File: src/rtl/iq_window_integrator_if.sv
// Sample stream in / result stream out bundle for iq_window_integrator.
// The bench or upstream DDC drives the master side; the integrator uses the slave side.
interface iq_window_integrator_if #(
  parameter int CH   = 2,
  parameter int IW   = 20,
  parameter int MAXK = 10
);
  localparam int OW  = IW + MAXK;
  localparam int CHW = (CH > 1) ? $clog2(CH) : 1;

  logic                 i_valid;
  logic [CH*IW-1:0]     i_data_i;
  logic [CH*IW-1:0]     i_data_q;
  logic                 i_ready;
  logic                 o_valid;
  logic [CHW-1:0]       o_ch;
  logic signed [OW-1:0] o_data_i;
  logic signed [OW-1:0] o_data_q;

  modport master (
    output i_valid, i_data_i, i_data_q, i_ready,
    input  o_valid, o_ch, o_data_i, o_data_q
  );

  modport slave (
    input  i_valid, i_data_i, i_data_q, i_ready,
    output o_valid, o_ch, o_data_i, o_data_q
  );
endinterface

File: src/rtl/iq_window_integrator.sv
// Multi-channel I/Q window integrator/averager over 2^k samples,
// with a double-buffered result bank drained channel by channel.
module iq_window_integrator #(
  parameter int INT_CHANNELS      = 2,
  parameter int INT_IN_DATA_WIDTH = 20,
  parameter int INT_MAX_AVG_LOG2  = 10,
  localparam int CH  = INT_CHANNELS,
  localparam int IW  = INT_IN_DATA_WIDTH,
  localparam int MK  = INT_MAX_AVG_LOG2,
  localparam int OW  = IW + MK,
  localparam int CW  = $clog2(MK + 1),
  localparam int CHW = (CH > 1) ? $clog2(CH) : 1,
  localparam int NW  = MK + 1
) (
  input  logic                  clk,
  input  logic                  rst,
  iq_window_integrator_if.slave bus,
  input  logic                  i_avg_cmd_valid,
  input  logic [CW-1:0]         i_avg_cmd_data,
  input  logic                  i_mode_cmd_valid,
  input  logic [1:0]            i_mode_cmd_data,
  input  logic                  i_trig,
  output logic                  o_overrun,
  output logic                  o_busy
);

  typedef enum logic [1:0] {
    IDLE,
    ARMED,
    ACCUM
  } state_t;

  state_t               state;
  logic [CW-1:0]        k_sh;
  logic [CW-1:0]        k_act;
  logic [1:0]           mode_sh;
  logic                 avg_act;
  logic [NW-1:0]        cnt;
  logic signed [OW-1:0] acc_i  [CH];
  logic signed [OW-1:0] acc_q  [CH];
  logic signed [OW-1:0] bank_i [CH];
  logic signed [OW-1:0] bank_q [CH];
  logic signed [OW-1:0] sum_i  [CH];
  logic signed [OW-1:0] sum_q  [CH];
  logic signed [OW-1:0] res_i  [CH];
  logic signed [OW-1:0] res_q  [CH];
  logic                 full;
  logic [CHW-1:0]       ch;
  logic                 last;
  logic                 hs;
  logic                 hs_last;

  always_comb begin
    for (int c = 0; c < CH; c++) begin
      sum_i[c] = acc_i[c]
        + {{MK{bus.i_data_i[c*IW+IW-1]}}, bus.i_data_i[c*IW +: IW]};
      sum_q[c] = acc_q[c]
        + {{MK{bus.i_data_q[c*IW+IW-1]}}, bus.i_data_q[c*IW +: IW]};
      res_i[c] = avg_act ? (sum_i[c] >>> k_act) : sum_i[c];
      res_q[c] = avg_act ? (sum_q[c] >>> k_act) : sum_q[c];
    end
  end

  assign last    = (cnt == ((NW'(1) << k_act) - NW'(1)));
  assign hs      = full & bus.i_ready;
  assign hs_last = hs && (ch == CHW'(CH - 1));

  assign bus.o_valid  = full;
  assign bus.o_ch     = ch;
  assign bus.o_data_i = bank_i[ch];
  assign bus.o_data_q = bank_q[ch];
  assign o_busy       = (state == ACCUM);

  always_ff @(posedge clk) begin
    if (rst) begin
      state     <= IDLE;
      k_sh      <= '0;
      k_act     <= '0;
      mode_sh   <= '0;
      avg_act   <= 1'b0;
      cnt       <= '0;
      full      <= 1'b0;
      ch        <= '0;
      o_overrun <= 1'b0;
      for (int c = 0; c < CH; c++) begin
        acc_i[c]  <= '0;
        acc_q[c]  <= '0;
        bank_i[c] <= '0;
        bank_q[c] <= '0;
      end
    end else begin
      if (i_avg_cmd_valid) begin
        k_sh      <= (i_avg_cmd_data > CW'(MK)) ? CW'(MK)
                                                : i_avg_cmd_data;
        o_overrun <= 1'b0;
      end
      if (i_mode_cmd_valid) mode_sh <= i_mode_cmd_data;

      if (hs) begin
        if (hs_last) begin
          full <= 1'b0;
          ch   <= '0;
        end else begin
          ch <= ch + CHW'(1);
        end
      end

      unique case (state)
        IDLE: begin
          k_act   <= k_sh;
          avg_act <= mode_sh[0];
          state   <= mode_sh[1] ? ARMED : ACCUM;
        end
        ARMED: begin
          if (i_trig) state <= ACCUM;
        end
        ACCUM: begin
          if (bus.i_valid) begin
            if (last) begin
              cnt     <= '0;
              k_act   <= k_sh;
              avg_act <= mode_sh[0];
              if (mode_sh[1]) state <= ARMED;
              for (int c = 0; c < CH; c++) begin
                acc_i[c] <= '0;
                acc_q[c] <= '0;
              end
              // A bank freed by this cycle's final handshake may reload
              if (!full || hs_last) begin
                full <= 1'b1;
                ch   <= '0;
                for (int c = 0; c < CH; c++) begin
                  bank_i[c] <= res_i[c];
                  bank_q[c] <= res_q[c];
                end
              end else begin
                o_overrun <= 1'b1;
              end
            end else begin
              cnt <= cnt + NW'(1);
              for (int c = 0; c < CH; c++) begin
                acc_i[c] <= sum_i[c];
                acc_q[c] <= sum_q[c];
              end
            end
          end
        end
        default: state <= IDLE;
      endcase
    end
  end

endmodule

File: src/flat_wrapper.sv
// flat-port wrapper written by rule: the top's interface ports become plain ports
module iq_window_integrator_flat 
#(
  parameter int INT_CHANNELS      = 2,
  parameter int INT_IN_DATA_WIDTH = 20,
  parameter int INT_MAX_AVG_LOG2  = 10,
  localparam int CH  = INT_CHANNELS,
  localparam int IW  = INT_IN_DATA_WIDTH,
  localparam int MK  = INT_MAX_AVG_LOG2,
  localparam int OW  = IW + MK,
  localparam int CW  = $clog2(MK + 1),
  localparam int CHW = (CH > 1) ? $clog2(CH) : 1,
  localparam int NW  = MK + 1
)
  (clk, rst, i_avg_cmd_valid, i_avg_cmd_data, i_mode_cmd_valid, i_mode_cmd_data, i_trig, o_overrun, o_busy, bus_i_valid, bus_i_data_i, bus_i_data_q, bus_i_ready, bus_o_valid, bus_o_ch, bus_o_data_i, bus_o_data_q);
  iq_window_integrator_if #(.CH((2)), .IW((20)), .MAXK((10))) bus_i ();
  input  logic clk;
  input  logic rst;
  input  logic i_avg_cmd_valid;
  input  logic [CW-1:0] i_avg_cmd_data;
  input  logic i_mode_cmd_valid;
  input  logic [1:0] i_mode_cmd_data;
  input  logic i_trig;
  output logic o_overrun;
  output logic o_busy;
  input wire logic [$bits(bus_i.i_valid)-1:0] bus_i_valid;
  input wire logic [$bits(bus_i.i_data_i)-1:0] bus_i_data_i;
  input wire logic [$bits(bus_i.i_data_q)-1:0] bus_i_data_q;
  input wire logic [$bits(bus_i.i_ready)-1:0] bus_i_ready;
  output wire logic [$bits(bus_i.o_valid)-1:0] bus_o_valid;
  output wire logic [$bits(bus_i.o_ch)-1:0] bus_o_ch;
  output wire logic [$bits(bus_i.o_data_i)-1:0] bus_o_data_i;
  output wire logic [$bits(bus_i.o_data_q)-1:0] bus_o_data_q;
  assign bus_i.i_valid = bus_i_valid;
  assign bus_i.i_data_i = bus_i_data_i;
  assign bus_i.i_data_q = bus_i_data_q;
  assign bus_i.i_ready = bus_i_ready;
  assign bus_o_valid = bus_i.o_valid;
  assign bus_o_ch = bus_i.o_ch;
  assign bus_o_data_i = bus_i.o_data_i;
  assign bus_o_data_q = bus_i.o_data_q;
  iq_window_integrator #(.INT_CHANNELS(INT_CHANNELS), .INT_IN_DATA_WIDTH(INT_IN_DATA_WIDTH), .INT_MAX_AVG_LOG2(INT_MAX_AVG_LOG2)) u_core (.clk(clk), .rst(rst), .bus(bus_i), .i_avg_cmd_valid(i_avg_cmd_valid), .i_avg_cmd_data(i_avg_cmd_data), .i_mode_cmd_valid(i_mode_cmd_valid), .i_mode_cmd_data(i_mode_cmd_data), .i_trig(i_trig), .o_overrun(o_overrun), .o_busy(o_busy));
endmodule
File: config.mk
export PLATFORM = sky130hd
export DESIGN_NAME = iq_window_integrator_flat
export DESIGN_NICKNAME = d
export VERILOG_FILES = /design/src/rtl/iq_window_integrator_if.sv /design/src/rtl/iq_window_integrator.sv /design/src/flat_wrapper.sv
export SDC_FILE = /design/constraint.sdc
export NUM_CORES = 1
export LEC_CHECK = 0
export ABC_AREA = 1
export CORE_ASPECT_RATIO = 0.6
export CORE_MARGIN = 2
export CORE_UTILIZATION = 35
export CTS_BUF_LIST = sky130_fd_sc_hd__clkbuf_2 sky130_fd_sc_hd__clkbuf_4 sky130_fd_sc_hd__clkbuf_8
export DETAILED_ROUTE_END_ITERATION = 6
export SLEW_MARGIN = 10
export SYNTH_ARGS = -nofsm -noshare
export SYNTH_HDL_FRONTEND = slang
export SYNTH_SLANG_ARGS = --single-unit
export TNS_END_PERCENT = 5
File: constraint.sdc
create_clock -name clk -period 8.9 [get_ports clk]
set_input_delay 0.89 -clock clk [delete_from_list [all_inputs] [get_ports clk]]
set_output_delay 0.89 -clock clk [all_outputs]
set_load 0.05 [all_outputs]
==> results.cfg <==
[power]
p_sw_share_pct = 48.10
p_seq_share_pct = 26.8
power.total_mw = 5.967
switchingPower_mw = 2.870
p_per_area_nw_per_um2 = 201.1
p_int_mw = 3.097
ir_drop_uv = 104.4
p_leak_nw = 15.02
power_frac_comb_pct = 50.2
clkPwrFrac_pct = 23.0

[sta]
finalCriticalPeriod_ns = 5.680
hold_violations = 0
fin_skew_ns = 0.06532
slew-limit-headroom_pct = 30.93
fin_crit_sh_pct = 63.82
slew_viol_final = 0
worstMarginPinSlew_ns = 1.036
finalSetupTns_ns = 0
setup_viol = 0
fmax_mhz = 176.1
setup_ws_ns = 3.220
rsz0062_at_grt = no

[clock_tree]
cts_resized = 0
clockBufferDepth = 3
cts_tree = yes
hold_buffers = 0
clk_latency_ns = 0.71
post_cts_buffers = 0
cts.sinks = 267
ctsRootBufferMaster = clkbuf_8
clk_pin_slew_ns = 0.07
cts.htree.levels = 2
numCtsBuffers = 50

[floorplan]
dieArea_um2 = 77430
placementRows = 77
die_height_um = 216.3
die_x_um = 357.9
initial_utilization_pct = 35.55
core_area_um2 = 73990
io_pins = 157

[min_path]
hold_class = flop to flop
hold_depth = 2
hp-start = u_core.o_overrun
min_to = u_core.o_overrun

[critical_path]
r2r_start = u_core.k_act[0]
cp_max_fo = 72
crit_path_max_incr_delay_ns = 0.70
critical-path-top-delay-family = buffers and inverters
worst-path-buf-inv = 4
worstPathCellList = clkinv_2 -> nor2_1 -> nand2_1 -> ha_1 -> xnor2_1 -> nor2_1 -> nand2_1 -> nor2_1 -> nand3b_1 -> a21oi_2 -> nand3b_4 -> nor3_4 -> buf_4 -> inv_2 -> o21ai_4 -> buf_4
slowest_stage = buf_4
critPathLaunch = u_core.k_act[0]
worstSetupPathType = flop to flop
startpoint_type = flop
rr_endpoint = u_core.bank_q[1][12]
r2r_slack_ns = 3.22
worstPathRequired_ns = 9.18
ff2ff_path_depth = 16
endpoint_kind = flop
cp_common_cell = nor2_1
crit_arrival_ns = 5.96

[detailed_routing]
via_count = 28560
drtIter0Drc = 3932
drc = 0
first_pass_iters = 6
via_per_inst = 5.404
wire_per_inst_um = 19.49
routed_wl_um = 103000
ant_nets = 0

[place]
dp_slack_ns = 3.377
port_buffers = 156
dp.cells = 5193
gp_congestion = 0.9810
hpwl_um = 78050

[synthesis]
netlist_instances = 4189
syn-cell-area_um2 = 26300
yosysWarningCount = 0
ys_seq_elements = 267
synth.net_count = 4405
syn_avg_cell_area_um2 = 6.279
synth-seq-area-share_pct = 29.46
ys_types = 50

[final_layout]
drive_gt1_share_pct = 5.095
nFillCells = 8090
stdcell_count = 5285
antenna_cells = 0
area_delta_synth_final_pct = 12.83
fin_nets = 4474
fin_util_pct = 40.11

[global_routing]
grt.overflow.total = 0
grtUsageTotal_pct = 26.08
grt_pass1_wl_um = 155100
grt_pass1_vias = 25180
antenna_found_initial = 0
grt_start_max_net_pins = 80

[run_status]
status = complete, no violations

[flow_run]
maxCapViolations = 0
state kept, by name, indices dropped and copies added (netlist names):
| signal | count |
|---|---|
| u_core.bus.o_ch | 1 |
| u_core.k_sh | 4 |
| u_core.bus.o_valid | 1 |
| u_core.state | 2 |
| u_core.avg_act | 1 |
| u_core.cnt | 11 |
| u_core.o_overrun | 1 |
| u_core.k_act | 4 |
| u_core.bank_q | 60 |
| u_core.bank_i | 60 |
| u_core.acc_q | 60 |
| u_core.mode_sh | 2 |
| u_core.acc_i | 60 |
logic make-up after synthesis:
logic type	share of synthesized area, %
AOI/OAI and AO/OA	6.584
xor gates and xnor gates	2.065
adders and majority gates	5.965
buffers and inverters	10.88
DFF	29.46
muxes	2.607
and+or+nand+nor	42.44
layer usage:
layer,vias to the layer above,GRT usage [%],wire [µm]
li1,13830,-,-
met1,13090,42.69,50670
met2,1536,32.37,36930
met3,102,7.571,13720
met4,0,4.812,1671
met5,-,0,0
layout by cell type (no fill, tap or decap), drive strengths merged, types with 2 or more instances in the layout:
cell type      netlist  layout
clkinvlp             0       5
edfxtp             240     240
nand2             1446    1446
a22oi                2       2
o211ai              20      20
nand3b              21      21
bufinv               0       4
dfxtp               27      27
fa                   4       4
a31oi                2       2
xnor2               32      32
inv                570     570
clkdlybuf4s50        0     156
and3                 2       2
clkbuf             103      64
mux2                60      60
xor2                30      30
ha                 119     119
o21a                 2       2
nor2               331     331
buf                 60      24
clkinv               1      20
nor3                 8       8
o21ai               75      75
nand3              695     695
nor3b                2       2
o21bai               6       6
or2                 22      22
o2111ai              3       3
a21oi              197     197
nand4               92      92
o22ai               11      11
layout make-up:
cell class / count / area [µm²] / area share [%]
flip-flops and latches: 267 / 7762 / 26.16
inverters: 571 / 2152 / 7.252
repair buffers: 180 / 1742 / 5.869
clock inverters: 28 / 247.7 / 0.8348
clock buffers: 64 / 824.5 / 2.779
well taps: 987 / 1235 / 4.162
multi-input cells: 3188 / 15710 / 52.95
tightest hold or removal path: cells and delay by family (launching register included):
family             cells  cell delay [ns]
AOI/OAI and AO/OA      1             0.05
and+or+nand+nor        1             0.06
DFF                    1             0.31
worst max path at each step:
stage,endpoint,slack [ns],cells past startpoint
final,u_core.bank_q[1][12],3.22,16
after global routing,u_core.bank_q[1][12],2.90,16
after CTS,u_core.bank_q[1][12],3.33,16
after detailed placement,u_core.bank_q[0][22],3.38,16
after global placement,u_core.bank_q[1][25],3.41,16
after floorplan,u_core.bank_i[0][0],0.62,15
stage by stage:
step | hold slack (ns) | area (µm²)
after global placement | 0.4584 | 28600
final | 0.4646 | 29670
after detailed placement | 0.4580 | 28600
after floorplan | 0.4442 | 26300
after global routing | 0.4855 | 29670
after CTS | 0.4678 | 29670
synth_stat cells (all sizes together):
| master | number | area, µm² |
|---|---|---|
| and2 | 1 | 6.260 |
| dfxtp | 27 | 540.5 |
| clkinv | 1 | 3.750 |
| a22o | 1 | 8.760 |
| o211ai | 20 | 150.1 |
| xor2 | 30 | 262.8 |
| nand2 | 1446 | 5440 |
| ha | 119 | 1489 |
| nor2 | 331 | 1266 |
| o31ai | 1 | 7.510 |
| mux2 | 60 | 675.7 |
| clkbuf | 103 | 386.6 |
| o2111ai | 3 | 26.28 |
| a21oi | 197 | 989.7 |
| inv | 570 | 2142 |
| a31oi | 2 | 12.51 |
| o21bai | 6 | 45.04 |
| mux2i | 1 | 10.01 |
| o21a | 2 | 15.01 |
| buf | 60 | 329.1 |
| o21ai | 75 | 375.4 |
| a31o | 1 | 8.760 |
| xnor2 | 32 | 280.3 |
| and3 | 2 | 12.51 |
| o221ai | 1 | 8.760 |
| o22ai | 11 | 68.82 |
| a22oi | 2 | 15.01 |
| nand3b | 21 | 170.2 |
| nor3 | 8 | 61.31 |
| edfxtp | 240 | 7207 |
| nor3b | 2 | 15.01 |
| fa | 4 | 80.08 |
| nand3 | 695 | 3478 |
| nand4 | 92 | 575.6 |
| or2 | 22 | 137.6 |
power groups by stage:
stage | Clock [mW] | Combinational [mW] | Sequential (mW)
finish | 1.37 | 3.00 | 1.60
global route | 1.45 | 3.30 | 1.61
CTS | 1.40 | 2.90 | 1.60
detailed placement | 0 | 2.89 | 1.62
global placement | 0 | 2.90 | 1.62
floorplan | 0 | 2.02 | 1.58
(Power assumes the default switching activity.)
